===== config.mk =====
export PLATFORM = sky130hd
export DESIGN_NAME = slip_tx_fifo
export DESIGN_NICKNAME = d
export VERILOG_FILES = /design/src/rtl/slip_tx_fifo_pkg.sv /design/src/rtl/slip_tx_fifo_sync_fifo.sv /design/src/rtl/slip_tx_fifo.sv
export SDC_FILE = /design/constraint.sdc
export NUM_CORES = 1
export LEC_CHECK = 0
export ABC_AREA = 1
export CAP_MARGIN = 20
export CORE_MARGIN = 2
export CORE_UTILIZATION = 29
export DETAILED_ROUTE_END_ITERATION = 12
export MAX_ROUTING_LAYER = met4
export PLACE_DENSITY = 0.53
export SYNTH_ARGS = -nofsm -noshare
export SYNTH_HDL_FRONTEND = slang
export SYNTH_SLANG_ARGS = --single-unit

===== constraint.sdc =====
create_clock -name clk -period 2.3 [get_ports clk]
set_clock_uncertainty 0.05 [all_clocks]
set_input_delay 0.46 -clock clk [delete_from_list [all_inputs] [get_ports clk]]
set_output_delay 0.46 -clock clk [all_outputs]
set_load 0.03 [all_outputs]

===== src/rtl/slip_tx_fifo_pkg.sv =====
`default_nettype none
// +--------------------------------------------------------------------+
// | slip_tx_fifo_pkg                                                   |
// | SLIP byte codes, encoder FSM states and the CRC-16 byte step.      |
// | Revision: 1.0                                                      |
// +--------------------------------------------------------------------+
package slip_tx_fifo_pkg;

   localparam logic [7:0]  SLIP_END     = 8'hC0;
   localparam logic [7:0]  SLIP_ESC     = 8'hDB;
   localparam logic [7:0]  SLIP_ESC_END = 8'hDC;
   localparam logic [7:0]  SLIP_ESC_ESC = 8'hDD;
   localparam logic [15:0] CRC_INIT     = 16'hFFFF;
   localparam logic [15:0] CRC_POLY     = 16'h1021;

   typedef enum logic [2:0] {
      S_IDLE   = 3'd0,
      S_DATA   = 3'd1,
      S_ESC2   = 3'd2,
      S_CRC_HI = 3'd3,
      S_CRC_LO = 3'd4,
      S_END    = 3'd5
   } slip_state_e;

   typedef struct packed {
      logic       last;
      logic [7:0] data;
   } fifo_entry_t;

   // CRC-16/CCITT-FALSE, one byte, MSB first
   function automatic logic [15:0] crc16_ccitt_byte(input logic [15:0] crc,
                                                    input logic [7:0]  data_byte);
      logic [15:0] c;
      c = crc ^ {data_byte, 8'h00};
      for (int i = 0; i < 8; i++) begin
         c = c[15] ? ((c << 1) ^ CRC_POLY) : (c << 1);
      end
      return c;
   endfunction

   function automatic logic needs_escape(input logic [7:0] b);
      return (b == SLIP_END) || (b == SLIP_ESC);
   endfunction

   function automatic logic [7:0] esc_code(input logic [7:0] b);
      return (b == SLIP_END) ? SLIP_ESC_END : SLIP_ESC_ESC;
   endfunction

endpackage
`default_nettype wire


===== src/rtl/slip_tx_fifo_sync_fifo.sv =====
`default_nettype none
// +--------------------------------------------------------------------+
// | slip_tx_fifo_sync_fifo                                             |
// | Single-clock FIFO, registered full/empty, combinational read port. |
// | Revision: 1.0                                                      |
// +--------------------------------------------------------------------+
module slip_tx_fifo_sync_fifo #(
   parameter int WIDTH = 9,
   parameter int DEPTH = 16
) (
   input  logic             clk,
   input  logic             rst,
   input  logic             i_push,
   input  logic [WIDTH-1:0] i_wr_data,
   input  logic             i_pop,
   output logic [WIDTH-1:0] o_rd_data,
   output logic             o_full,
   output logic             o_empty
);

   localparam int             c_aw    = $clog2(DEPTH);
   localparam logic [c_aw:0]  c_depth = (c_aw+1)'(DEPTH);

   logic [WIDTH-1:0] r_mem [DEPTH];
   logic [c_aw-1:0]  r_wr_ptr;
   logic [c_aw-1:0]  r_rd_ptr;
   logic [c_aw:0]    r_count;
   logic             r_full;
   logic             r_empty;
   logic             w_push;
   logic             w_pop;
   logic [c_aw:0]    w_count_nxt;

   assign w_push    = i_push && !r_full;
   assign w_pop     = i_pop && !r_empty;
   assign o_rd_data = r_mem[r_rd_ptr];
   assign o_full    = r_full;
   assign o_empty   = r_empty;

   always_comb begin
      w_count_nxt = r_count;
      if (w_push && !w_pop) begin
         w_count_nxt = r_count + (c_aw+1)'(1);
      end else if (!w_push && w_pop) begin
         w_count_nxt = r_count - (c_aw+1)'(1);
      end
   end

   always_ff @(posedge clk) begin
      if (w_push) begin
         r_mem[r_wr_ptr] <= i_wr_data;
      end
   end

   // flags derive from the next count so they are valid right after the edge
   always_ff @(posedge clk or posedge rst) begin
      if (rst) begin
         r_wr_ptr <= '0;
         r_rd_ptr <= '0;
         r_count  <= '0;
         r_full   <= 1'b0;
         r_empty  <= 1'b1;
      end else begin
         if (w_push) r_wr_ptr <= r_wr_ptr + c_aw'(1);
         if (w_pop)  r_rd_ptr <= r_rd_ptr + c_aw'(1);
         r_count <= w_count_nxt;
         r_full  <= (w_count_nxt == c_depth);
         r_empty <= (w_count_nxt == '0);
      end
   end

endmodule
`default_nettype wire


===== src/rtl/slip_tx_fifo.sv =====
`default_nettype none
// +--------------------------------------------------------------------+
// | slip_tx_fifo                                                       |
// | Buffered SLIP transmit encoder with optional CRC-16 trailer.       |
// | Revision: 1.0                                                      |
// +--------------------------------------------------------------------+
module slip_tx_fifo
   import slip_tx_fifo_pkg::*;
#(
   parameter int DEPTH      = 16,
   parameter int LEAD_END   = 1,
   parameter int APPEND_CRC = 0,
   parameter int CNT_W      = 16
) (
   input  logic             clk,
   input  logic             rst,
   input  logic [7:0]       in_data,
   input  logic             in_last,
   input  logic             in_valid,
   output logic             in_ready,
   output logic [7:0]       out_data,
   output logic             out_valid,
   input  logic             out_ready,
   output logic             busy,
   output logic [CNT_W-1:0] frame_cnt
);

   slip_state_e      r_state;
   slip_state_e      r_ret;
   logic [7:0]       r_esc2;
   logic [15:0]      r_crc;
   logic [7:0]       r_out_data;
   logic             r_out_valid;
   logic             r_out_tail;
   logic [CNT_W-1:0] r_frame_cnt;

   slip_state_e      w_state_nxt;
   slip_state_e      w_ret_nxt;
   slip_state_e      w_data_ret;
   slip_state_e      w_crc_ret;
   logic [7:0]       w_esc2_nxt;
   logic [15:0]      w_crc_nxt;
   logic [7:0]       w_crc_byte;
   logic             w_emit;
   logic [7:0]       w_byte;
   logic             w_tail;
   logic             w_pop;
   logic             w_load;
   logic             w_full;
   logic             w_empty;
   fifo_entry_t      w_entry;

   slip_tx_fifo_sync_fifo #(
      .WIDTH (9),
      .DEPTH (DEPTH)
   ) u_fifo (
      .clk       (clk),
      .rst       (rst),
      .i_push    (in_valid),
      .i_wr_data ({in_last, in_data}),
      .i_pop     (w_pop),
      .o_rd_data (w_entry),
      .o_full    (w_full),
      .o_empty   (w_empty)
   );

   assign in_ready   = !w_full;
   assign out_data   = r_out_data;
   assign out_valid  = r_out_valid;
   assign frame_cnt  = r_frame_cnt;
   assign busy       = (r_state != S_IDLE) || !w_empty;
   assign w_load     = !r_out_valid || out_ready;

   assign w_data_ret = w_entry.last ? ((APPEND_CRC != 0) ? S_CRC_HI : S_END) : S_DATA;
   assign w_crc_ret  = (r_state == S_CRC_HI) ? S_CRC_LO : S_END;
   assign w_crc_byte = (r_state == S_CRC_HI) ? r_crc[15:8] : r_crc[7:0];

   always_comb begin
      w_state_nxt = r_state;
      w_ret_nxt   = r_ret;
      w_esc2_nxt  = r_esc2;
      w_crc_nxt   = r_crc;
      w_emit      = 1'b0;
      w_byte      = 8'h00;
      w_tail      = 1'b0;
      w_pop       = 1'b0;
      if (w_load) begin
         case (r_state)
            S_IDLE: begin
               if (!w_empty) begin
                  w_state_nxt = S_DATA;
                  if (LEAD_END != 0) begin
                     w_emit = 1'b1;
                     w_byte = SLIP_END;
                  end
               end
            end
            S_DATA: begin
               // an empty FIFO mid-frame just stalls; no END is inserted
               if (!w_empty) begin
                  w_pop     = 1'b1;
                  w_crc_nxt = crc16_ccitt_byte(r_crc, w_entry.data);
                  w_emit    = 1'b1;
                  w_ret_nxt = w_data_ret;
                  if (needs_escape(w_entry.data)) begin
                     w_byte      = SLIP_ESC;
                     w_esc2_nxt  = esc_code(w_entry.data);
                     w_state_nxt = S_ESC2;
                  end else begin
                     w_byte      = w_entry.data;
                     w_state_nxt = w_data_ret;
                  end
               end
            end
            S_ESC2: begin
               w_emit      = 1'b1;
               w_byte      = r_esc2;
               w_state_nxt = r_ret;
            end
            S_CRC_HI, S_CRC_LO: begin
               w_emit    = 1'b1;
               w_ret_nxt = w_crc_ret;
               if (needs_escape(w_crc_byte)) begin
                  w_byte      = SLIP_ESC;
                  w_esc2_nxt  = esc_code(w_crc_byte);
                  w_state_nxt = S_ESC2;
               end else begin
                  w_byte      = w_crc_byte;
                  w_state_nxt = w_crc_ret;
               end
            end
            S_END: begin
               w_emit      = 1'b1;
               w_byte      = SLIP_END;
               w_tail      = 1'b1;
               w_crc_nxt   = CRC_INIT;
               w_state_nxt = S_IDLE;
            end
            default: begin
               w_state_nxt = S_IDLE;
            end
         endcase
      end
   end

   always_ff @(posedge clk or posedge rst) begin
      if (rst) begin
         r_state     <= S_IDLE;
         r_ret       <= S_IDLE;
         r_esc2      <= 8'h00;
         r_crc       <= CRC_INIT;
         r_out_data  <= 8'h00;
         r_out_valid <= 1'b0;
         r_out_tail  <= 1'b0;
         r_frame_cnt <= '0;
      end else begin
         r_state <= w_state_nxt;
         r_ret   <= w_ret_nxt;
         r_esc2  <= w_esc2_nxt;
         r_crc   <= w_crc_nxt;
         if (w_load) begin
            r_out_valid <= w_emit;
            if (w_emit) begin
               r_out_data <= w_byte;
               r_out_tail <= w_tail;
            end
         end
         // the lead END is also 0xC0, so only the tagged trailing END counts
         if (r_out_valid && out_ready && r_out_tail) begin
            r_frame_cnt <= r_frame_cnt + CNT_W'(1);
         end
      end
   end

endmodule
`default_nettype wire


==> qor.txt <==
layout cells sized above 1 = 16.5%
Syn Nets = 1034
Placer Congestion = 0.810
Reg2Reg Setup Slack = 0.16 ns
YS warnings = 0
DRC Markers = 0
DIE AREA = 35300 sq um
max-slew violation count = 0
static leakage = 5.25 nW
detailed router's first-iteration violation count = 347
startpoint types = flip-flop
Placed Cells = 1531
hold buffer count at CTS = 0
Non-Filler Instances = 1581
Arr. time, crit path = 1.67 ns
RSZ-0062 raised after global routing = yes
Clock Pin Slew Worst Setup and Hold Paths = 0.06 ns
initial antenna violation count = 0
crit path time final = 2.18 ns
Die H = 188 um
fillers = 3316
root buffer cell = clkbuf_16
vias in the first global route = 6888
Final Hold Viols = 0
CTS Buf Count = 23
Max clock buf depth = 3
Ports = 40
Post-layout nets = 1140
area leader, netlist = edfxtp_1
Async SR Flop Fraction = 30.8%
Port Buf Inserts = 39
syn_area_per_cell = 9.72 sq um
DP HPWL = 15700 um
EDFF count, synth = 144
Hold Crit Class = in2async
slew margin rel. = 52.3%
CTS tree = done
Post-Syn Area = 9810 sq um
drt first pass iters = 5
Avg WL per Cell = 14.9 um
synthesized flop and latch total = 208
critical path class = reg2out
CP endpoint kind = output port
core area = 33400 sq um
post-route ant nets = 0
post-synth top area share = 44.1%
Area Overhead vs Synth = 23.8%
Gate Count Post-Synth = 1010
largest fanout on the critical path = 6
period utilization = 94.9%
Setup violations, final = 0
Std-Cell Rows = 67
number of vias per cell = 4.47
Commonest cells post-synth = nand2_1, edfxtp_1, inv_1
Synth area leaders = edfxtp_1, dfrtp_1, nand2_1, nand3_1, dfstp_2
ANT cells = 0
status = finished clean
crit-path cells = clkdlybuf4s50_1
initial core utilization = 29.3%
H-Tree Level Count = 1
number of max-cap violations = 0
setup TNS = 0 ns
worst endpoint required time = 1.79 ns
cell with the most instances after synthesis = nand2_1
total power per unit cell area = 1370 nW/um^2
CP top delay family = buffers and inverters
IR drop worst, VDD = 497 uV
achievable frequency = 458 MHz
final WL = 23500 um
slowest CP cell = clkdlybuf4s50_1
most frequently used flop master after synthesis = edfxtp_1
CTS Sinks = 208
Die Span X = 188 um
grt ovf = 0
vias after detailed routing = 7067
largest net degree at the start of global routing = 65
worst slew pin tran = 0.713 ns
Yosys cell types = 45
first-pass GRT wire length = 37200 um
All-Layer GR Usage = 13.6%
clk_lat worst skew = 0.51 ns
CP max stage delay = 0.71 ns
sequential area share after synthesis = 60.6%
Buf+Inv Stages, Crit Path = 1
==> what timing repair did <==
action	CTS	global route
cloned	0	1
buffers inserted	1	6
pin swaps	0	5
setup endpoints to repair	1	23
gates resized for setup	6	33
==> cell families after synthesis <==
logic type	after synthesis	share of synthesized area, %
and+or+nand+nor	493	21.9
xor gates and xnor gates	29	2.66
DFF	208	60.6
AOI/OAI and AO/OA	107	6.16
buffers and inverters	161	7.18
muxes	1	0.115
adders and majority gates	11	1.40
==> power breakdown <==
group	internal (mW)	switching, mW	total (mW)
Clock	2.39	1.48	3.88
Combinational	2.81	4.79	7.60
Sequential	4.79	0.421	5.22
==> through the flow <==
step	util (%)	area (sq um)	power, mW	hold WS (ns)	setup WS, ns
after floorplan	-	9810	10.1	0.372	0.220
after global placement	33.4	11200	12.4	0.402	-0.0708
after detailed placement	33.4	11200	12.5	0.404	-0.0892
after CTS	35.8	12000	16.4	0.312	0.0222
after global routing	36.3	12100	17.9	0.332	-0.0150
final	36.3	12100	16.7	0.301	0.118
==> worst register-to-register path: stages (launching register included) <==
cell and delay (ns):
dfrtp_2 0.49, inv_6 0.13, buf_12 0.16, nand2_1 0.07, nand2_1 0.06, nand2_1 0.05
nand3_1 0.07, nand3_1 0.14, nand2_2 0.18, nor2_1 0.07, nand2_1 0.08, nand2_1 0.09
nand2_4 0.11, nand2_1 0.06, nand2_1 0.05, nand2_1 0.05, nand2_1 0.07, nand2_1 0.05
==> final cells by class <==
type / count / area (sq um) / share of cell area (%)
sequential: 208 / 5950 / 49.0
timing repair buffer: 116 / 1110 / 9.17
inverter: 126 / 478 / 3.93
clock inverter: 10 / 155 / 1.28
clock buffer: 32 / 639 / 5.26
tap: 448 / 561 / 4.61
multi-input combinational: 641 / 3250 / 26.8
==> cells in the final DEF, fill, tap and decap left out, types with 3 or more instances in the layout <==
cell,instances
nand2_1,239
edfxtp_1,144
inv_1,118
nor2_1,102
nand3_1,91
buf_4,65
dfrtp_1,43
clkdlybuf4s50_1,38
o21ai_0,37
clkbuf_16,24
o21ai_1,22
xor2_1,18
a21oi_1,18
dfstp_2,17
nand2_2,16
nand3_2,14
ha_1,11
xnor2_1,10
buf_12,10
o22ai_1,9
nand4_1,9
o211ai_1,7
inv_2,6
nand2_4,6
clkbuf_1,6
clkinv_1,5
nor2_2,4
bufinv_16,4
dfrtp_2,4
nor3_1,3
o31ai_1,3
clkbuf_8,3
==> final timing paths <==
path	end	cells after the start	startpoint
setup reg to reg	out_data[3]	17	u_fifo.r_rd_ptr[0]
max in group asynchronous	r_crc[2]	3	rst
setup / recovery	frame_cnt[8]	1	frame_cnt[8]
min in group clk	r_esc2[6]	2	r_esc2[6]
hold / removal	frame_cnt[0]	3	rst
hold reg to reg	r_esc2[6]	2	r_esc2[6]
==> registers in the layout, summed over array words and instances (netlist names) <==
name and flops:
u_fifo.r_mem 144, frame_cnt 16, r_crc 16, out_data 8
u_fifo.r_count 5, u_fifo.r_rd_ptr 4, u_fifo.r_wr_ptr 4, r_state 3
r_esc2 2, r_ret 2, out_valid 1, r_out_tail 1
u_fifo.o_empty 1, u_fifo.o_full 1
==> layer usage <==
metal  routed length, um  track usage [%]  up-vias  share of wire (%)
met5                   0                -        -                  0
met4                 450             3.66        0                1.9
met3                 787             1.65       33                3.3
met2               11300             22.5      122                 48
met1               10900             17.7     3358                 47
li1                    -                -     3554                  -
Power figures use the tool's default switching activity.
